`src/rtl/reg_port_sequencer_if.sv`:
```
// Request/response bus between a transaction issuer and reg_port_sequencer.
// The issuer drives the request fields and start; the sequencer returns ready, done and read data.
interface reg_port_sequencer_if #(
    parameter int WIDTH = 32
);
    logic             start;
    logic             rd_req;
    logic             wr_req;
    logic [3:0]       rs1;
    logic [3:0]       rs2;
    logic [3:0]       rd;
    logic [WIDTH-1:0] wdata;
    logic             ready;
    logic             done;
    logic [WIDTH-1:0] rdata1;
    logic [WIDTH-1:0] rdata2;

    modport master (
        output start, rd_req, wr_req, rs1, rs2, rd, wdata,
        input  ready, done, rdata1, rdata2
    );

    modport slave (
        input  start, rd_req, wr_req, rs1, rs2, rd, wdata,
        output ready, done, rdata1, rdata2
    );
endinterface

```
`src/rtl/reg_port_sequencer.sv`:
```
// Sequences one read and/or write pass over a bit-serial rotating register file.
// Reads gather MSB-first into parallel results; writes stream wdata so it lands aligned after WIDTH rotations.
module reg_port_sequencer #(
    parameter int WIDTH = 32
) (
    input  logic                 clk,
    input  logic                 rst,
    reg_port_sequencer_if.slave  bus,
    output logic [3:0]           r_sel1,
    output logic [3:0]           r_sel2,
    output logic [3:0]           write_register,
    output logic                 write_value,
    output logic                 wr_en,
    output logic                 shift,
    input  logic                 r_value1,
    input  logic                 r_value2
);
    localparam int CW = $clog2(WIDTH);
    localparam logic [CW-1:0] CNT_ZERO = {CW{1'b0}};
    localparam logic [CW-1:0] CNT_ONE  = CW'(1);
    localparam logic [CW-1:0] CNT_LAST = CW'(WIDTH - 1);

    typedef enum logic [1:0] {
        IDLE  = 2'd0,
        READ  = 2'd1,
        WRITE = 2'd2,
        DONE  = 2'd3
    } state_t;

    state_t           state_r, state_s;
    logic [CW-1:0]    cnt_r, cnt_s;
    logic             accept_s;
    logic             wr_req_r;
    logic [3:0]       r_sel1_r, r_sel2_r, write_register_r;
    logic [WIDTH-1:0] wdata_r, rdata1_r, rdata2_r;
    logic [WIDTH-1:0] wsrc_s;
    logic [CW-1:0]    widx_s;
    logic             wv_s;
    logic             ready_r, done_r, shift_r, wr_en_r, wv_r;

    // Next-state and phase-counter logic; the counter restarts at zero on every phase entry.
    always_comb begin
        state_s  = state_r;
        cnt_s    = CNT_ZERO;
        accept_s = 1'b0;
        case (state_r)
            IDLE: begin
                if (bus.start) begin
                    accept_s = 1'b1;
                    if (bus.rd_req) begin
                        state_s = READ;
                    end else if (bus.wr_req && (bus.rd != 4'd0)) begin
                        state_s = WRITE;
                    end else begin
                        state_s = DONE;
                    end
                end else begin
                    state_s = IDLE;
                end
            end
            READ: begin
                if (cnt_r == CNT_LAST) begin
                    if (wr_req_r && (write_register_r != 4'd0)) begin
                        state_s = WRITE;
                    end else begin
                        state_s = DONE;
                    end
                end else begin
                    state_s = READ;
                    cnt_s   = cnt_r + CNT_ONE;
                end
            end
            WRITE: begin
                if (cnt_r == CNT_LAST) begin
                    state_s = DONE;
                end else begin
                    state_s = WRITE;
                    cnt_s   = cnt_r + CNT_ONE;
                end
            end
            DONE: begin
                state_s = IDLE;
            end
            default: begin
                state_s = IDLE;
            end
        endcase
    end

    // Write bit for the upcoming cycle: wdata[(WIDTH-k) mod WIDTH] lands at its final position after the rotations.
    always_comb begin
        if (state_r == IDLE) begin
            wsrc_s = bus.wdata;
        end else begin
            wsrc_s = wdata_r;
        end
        widx_s = CNT_ZERO - cnt_s;
        if (state_s == WRITE) begin
            wv_s = wsrc_s[widx_s];
        end else begin
            wv_s = 1'b0;
        end
    end

    // State and phase counter registers.
    always_ff @(posedge clk or posedge rst) begin
        if (rst) begin
            state_r <= IDLE;
            cnt_r   <= CNT_ZERO;
        end else begin
            state_r <= state_s;
            cnt_r   <= cnt_s;
        end
    end

    // Control strobes registered from the next state so they align exactly with the state they describe.
    always_ff @(posedge clk or posedge rst) begin
        if (rst) begin
            ready_r <= 1'b1;
            done_r  <= 1'b0;
            shift_r <= 1'b0;
            wr_en_r <= 1'b0;
            wv_r    <= 1'b0;
        end else begin
            ready_r <= (state_s == IDLE);
            done_r  <= (state_s == DONE);
            shift_r <= (state_s == READ) || (state_s == WRITE);
            wr_en_r <= (state_s == WRITE);
            wv_r    <= wv_s;
        end
    end

    // Transaction fields captured on accept and held until the next accepted start.
    always_ff @(posedge clk or posedge rst) begin
        if (rst) begin
            wr_req_r         <= 1'b0;
            r_sel1_r         <= 4'd0;
            r_sel2_r         <= 4'd0;
            write_register_r <= 4'd0;
            wdata_r          <= {WIDTH{1'b0}};
        end else if (accept_s) begin
            wr_req_r         <= bus.wr_req;
            r_sel1_r         <= bus.rs1;
            r_sel2_r         <= bus.rs2;
            write_register_r <= bus.rd;
            wdata_r          <= bus.wdata;
        end
    end

    // Read results shift in MSB-first and only move during READ.
    always_ff @(posedge clk or posedge rst) begin
        if (rst) begin
            rdata1_r <= {WIDTH{1'b0}};
            rdata2_r <= {WIDTH{1'b0}};
        end else if (state_r == READ) begin
            rdata1_r <= {rdata1_r[WIDTH-2:0], r_value1};
            rdata2_r <= {rdata2_r[WIDTH-2:0], r_value2};
        end
    end

    assign bus.ready      = ready_r;
    assign bus.done       = done_r;
    assign bus.rdata1     = rdata1_r;
    assign bus.rdata2     = rdata2_r;
    assign r_sel1         = r_sel1_r;
    assign r_sel2         = r_sel2_r;
    assign write_register = write_register_r;
    assign write_value    = wv_r;
    assign wr_en          = wr_en_r;
    assign shift          = shift_r;
endmodule

```
`src/flat_wrapper.sv`:
```
// flat-port wrapper written by rule: the top's interface ports become plain ports
module reg_port_sequencer_flat 
#(
    parameter int WIDTH = 32
)
  (clk, rst, r_sel1, r_sel2, write_register, write_value, wr_en, shift, r_value1, r_value2, bus_start, bus_rd_req, bus_wr_req, bus_rs1, bus_rs2, bus_rd, bus_wdata, bus_ready, bus_done, bus_rdata1, bus_rdata2);
  reg_port_sequencer_if #(.WIDTH(WIDTH)) bus_i ();
  input  logic clk;
  input  logic rst;
  output logic [3:0] r_sel1;
  output logic [3:0] r_sel2;
  output logic [3:0] write_register;
  output logic write_value;
  output logic wr_en;
  output logic shift;
  input  logic r_value1;
  input  logic r_value2;
  input wire logic [$bits(bus_i.start)-1:0] bus_start;
  input wire logic [$bits(bus_i.rd_req)-1:0] bus_rd_req;
  input wire logic [$bits(bus_i.wr_req)-1:0] bus_wr_req;
  input wire logic [$bits(bus_i.rs1)-1:0] bus_rs1;
  input wire logic [$bits(bus_i.rs2)-1:0] bus_rs2;
  input wire logic [$bits(bus_i.rd)-1:0] bus_rd;
  input wire logic [$bits(bus_i.wdata)-1:0] bus_wdata;
  output wire logic [$bits(bus_i.ready)-1:0] bus_ready;
  output wire logic [$bits(bus_i.done)-1:0] bus_done;
  output wire logic [$bits(bus_i.rdata1)-1:0] bus_rdata1;
  output wire logic [$bits(bus_i.rdata2)-1:0] bus_rdata2;
  assign bus_i.start = bus_start;
  assign bus_i.rd_req = bus_rd_req;
  assign bus_i.wr_req = bus_wr_req;
  assign bus_i.rs1 = bus_rs1;
  assign bus_i.rs2 = bus_rs2;
  assign bus_i.rd = bus_rd;
  assign bus_i.wdata = bus_wdata;
  assign bus_ready = bus_i.ready;
  assign bus_done = bus_i.done;
  assign bus_rdata1 = bus_i.rdata1;
  assign bus_rdata2 = bus_i.rdata2;
  reg_port_sequencer #(.WIDTH(WIDTH)) u_core (.clk(clk), .rst(rst), .bus(bus_i), .r_sel1(r_sel1), .r_sel2(r_sel2), .write_register(write_register), .write_value(write_value), .wr_en(wr_en), .shift(shift), .r_value1(r_value1), .r_value2(r_value2));
endmodule
```
`config.mk`:
```
export PLATFORM = sky130hd
export DESIGN_NAME = reg_port_sequencer_flat
export DESIGN_NICKNAME = d
export VERILOG_FILES = /design/src/rtl/reg_port_sequencer_if.sv /design/src/rtl/reg_port_sequencer.sv /design/src/flat_wrapper.sv
export SDC_FILE = /design/constraint.sdc
export NUM_CORES = 1
export LEC_CHECK = 0
export ABC_CLOCK_PERIOD_IN_PS = 4600
export BUFFER_PORTS_ARGS = -buffer_cell sky130_fd_sc_hd__buf_2
export CORE_MARGIN = 2
export CORE_UTILIZATION = 53
export DETAILED_ROUTE_END_ITERATION = 12
export GPL_ROUTABILITY_DRIVEN = 0
export PLACE_DENSITY_LB_ADDON = 0.15
export SYNTH_ARGS = -nofsm -noshare
export SYNTH_HDL_FRONTEND = slang
export SYNTH_SLANG_ARGS = --single-unit
export TNS_END_PERCENT = 100
```
`constraint.sdc`:
```
create_clock -name clk -period 4.6 [get_ports clk]
set_input_delay 0.92 -clock clk [delete_from_list [all_inputs] [get_ports clk]]
set_output_delay 0.92 -clock clk [all_outputs]
set_load 0.005 [all_outputs]
```
==> out/qor.yml <==
timing:
  clock.fmax_mhz: 271
  setup_viol: 0
  rsz0062_at_grt: "false"
  setup_tns_ps: 0
  hold_viol: 0
  finalCritPeriodShare: 0.803
  tightest_slew_ps: 953
  whs_ps: 497
  drv_slew: 0
  fin_skew_ps: 5.95
  min_period_ps: 3700
  slew_headroom: 0.365
setup_path:
  cp_slowest_cell: "ha_1"
  path_cells: "ha_1 -> and3_1 -> ha_1 -> and2b_4 -> nand2b_1 -> ha_1 -> xnor2_4 -> mux4_1 -> mux2_2 -> a2111oi_0 -> and4b_1"
  cp_num_buf_inv: 0
  crit_type: "reg -> reg"
  crit_family: "adder cells"
  endpoint: "u_core.write_value$_DFF_PP0_"
  cp_slowest_stage_delay_ps: 470
  critPathLaunchType: "flip-flop"
  crit_start: "u_core.cnt_r[0]$_DFF_PP0_"
  path_depth: 11
  crit_path_end_kind: "flip-flop"
  worstReg2RegStart: "u_core.cnt_r[0]$_DFF_PP0_"
  cp_max_fo: 15
  r2r-end: "u_core.write_value$_DFF_PP0_"
  crit_top_cell: "ha_1"
  crit_arrival_ps: 4100
  r2r_cells: 11
  r2r_slack_ps: 900
  cp.required_ps: 5000
clock_tree:
  insertion_delay_ps: 520
  cts_tree: "done"
  clockRootBuffer: "clkbuf_8"
  holdBufCountCts: 0
  cts.sinks: 121
  cts.htree.levels: 4
  cts-resized-gates: 0
  post_cts_buffers: 0
  clk_pin_slew_ps: 60
  numCtsBuffers: 17
  clockBufferDepth: 2
pwr:
  power_density_nw_per_um2: 728
  total_power_mw: 4.93
  clkPwrFrac: 0.268
  swShare: 0.321
  p_int_mw: 3.35
  comb_power_share: 0.392
  leakagePower_nw: 3.36
  power_frac_seq: 0.339
  switching_power_mw: 1.58
  ir_drop_mv: 0.348
final_layout:
  fin_nets: 565
  drive_gt1_frac: 0.585
  diodes: 0
  finalInstanceArea_sq_um: 6770
  utilization: 0.689
  area_growth_pct: 25.7
global_route:
  grt_max_degree: 81
  grt_pass1_vias: 3602
  grt_pass1_wl_um: 17500
  antenna_found_initial: 0
  overflow: 0
  grt_use_total: 0.204
synth:
  synth_nets: 429
  synth_common_cells: "dfrtp_1, mux2_2, nand2_1, clkbuf_1, mux4_2"
  synth_warnings: 0
  syn_avg_cell_area_sq_um: 14.6
  post_synth_instance_area_sq_um: 5390
  synth_ff_type: "dfrtp_1"
  synth_top_area_share: 0.557
  synth.area.top_cells: "dfrtp_1, mux2_2, mux4_2"
  synthDistinctLibCells: 46
  synth_seq_cells: 121
  ys_seq_area_frac: 0.562
  synth_edf_count: 0
  yosysMostFrequentCell: "dfrtp_1"
  postSynth.asyncResetShare: 1.00
  synth_area_leader_cell: "dfrtp_1"
  synthCells: 369
drt:
  routed_wl_um: 10600
  post_drt_wl_per_cell_um: 16.3
  drc: 0
  vias: 3553
  antenna_left: 0
  drt-initial-drc-count: 131
  drt_first_pass_iters: 5
  detail_route.vias_per_cell: 5.46
place:
  placed_area_sq_um: 6170
  io_buffers: 131
  hpwlAfterDp_um: 7470
die:
  ios: 132
  dieArea_sq_um: 11000
  initial_core_util: 0.549
  rows: 36
  die-height_um: 105
  die_w_um: 105
  core_sq_um: 9820
outcome:
  status: "complete, no violations"
job:
  drv_cap: 0
hold_path:
  hold_path_class: "reg -> reg"
==> power by group through the flow <==
| stage | logic, mW | registers (mW) | clock network (mW) |
|---|---|---|---|
| 5_1_grt | 2.10 | 1.72 | 1.40 |
| 6_report | 1.93 | 1.67 | 1.32 |
| 2_1_floorplan | 1.44 | 1.66 | 0 |
| 3_5_place_dp | 1.94 | 1.69 | 0 |
| 3_3_place_gp | 1.89 | 1.66 | 0 |
| 4_1_cts | 1.95 | 1.68 | 1.35 |
==> per-stage QoR <==
step / setup WS [ps] / std cells
after floorplan: 467 / 369
after global placement: 1020 / 619
after detailed placement: 918 / 619
after CTS: 910 / 651
after global routing: 681 / 651
final: 904 / 651
==> cell usage in the layout, fill, tap and decap left out, types with 3 or more instances in the layout <==
master	synthesis	layout
a21oi_1	5	5
buf_2	4	131
buf_4	0	5
bufinv_16	0	3
clkbuf_16	0	16
clkinv_2	1	3
clkinv_4	0	4
dfrtp_1	120	120
ha_1	9	8
inv_1	9	8
mux2_2	114	114
mux2i_1	8	8
mux4_2	10	10
nand2_1	12	11
nand2b_1	3	3
nand3_1	9	9
nor3_1	3	3
o21ai_0	8	8
xnor2_1	3	3
==> routing by layer <==
metal  vias to the layer above  GRT usage  wire length (um)
met5                         -          0                 0
met4                         0     0.0914               239
met3                        24     0.0630               649
met2                       129      0.325              5110
met1                      1781      0.256              4580
li1                       1619          -                 -
==> flip-flops by register name, summed over array words and instances, names as in the netlist, 2 cells and up <==
signal	cells
u_core.bus.rdata1	32
u_core.bus.rdata2	32
u_core.wdata_r	32
u_core.cnt_r	5
u_core.r_sel1	4
u_core.r_sel2	4
u_core.write_register	4
u_core.state_r	2
==> layout make-up <==
| class | count | area [sq um] |
|---|---|---|
| fillers | 708 | 3050 |
| flip-flops and latches | 121 | 3030 |
| multi-input cells | 217 | 2230 |
| repair buffers | 136 | 693 |
| clock buffers | 19 | 432 |
| clock inverters | 13 | 168 |
| well taps | 133 | 166 |
| inverters | 12 | 51.3 |
==> worst register-to-register path: stages, from the launching register on <==
cell	delay, ps
dfrtp_1	410
ha_1	250
and3_1	160
ha_1	240
and2b_4	300
nand2b_1	180
ha_1	470
xnor2_4	380
mux4_1	330
mux2_2	280
a2111oi_0	350
and4b_1	230
==> worst min-delay path by stage <==
stage / slack [ps] / start / endpoint / cells past startpoint
after floorplan: 470 / u_core.wdata_r[22]$_DFFE_PP0P_ / u_core.wdata_r[22]$_DFFE_PP0P_ / 1
after global placement: 480 / u_core.wdata_r[7]$_DFFE_PP0P_ / u_core.wdata_r[7]$_DFFE_PP0P_ / 1
after detailed placement: 490 / u_core.wdata_r[26]$_DFFE_PP0P_ / u_core.wdata_r[26]$_DFFE_PP0P_ / 1
after CTS: 500 / u_core.wdata_r[26]$_DFFE_PP0P_ / u_core.wdata_r[26]$_DFFE_PP0P_ / 1
after global routing: 520 / u_core.r_sel2[0]$_DFFE_PP0P_ / u_core.r_sel2[0]$_DFFE_PP0P_ / 1
final: 500 / u_core.wdata_r[26]$_DFFE_PP0P_ / u_core.wdata_r[26]$_DFFE_PP0P_ / 1
==> cell families after synthesis <==
kind of cell | share of synthesized area
adder cells (fa/ha/maj) | 0.0209
XOR/XNOR | 0.0130
flip-flops | 0.562
buffers and inverters | 0.0246
multiplexers | 0.305
AND/OR/NAND/NOR | 0.0409
AO/OA/AOI/OAI | 0.0337
Power figures use the tool's default switching activity.
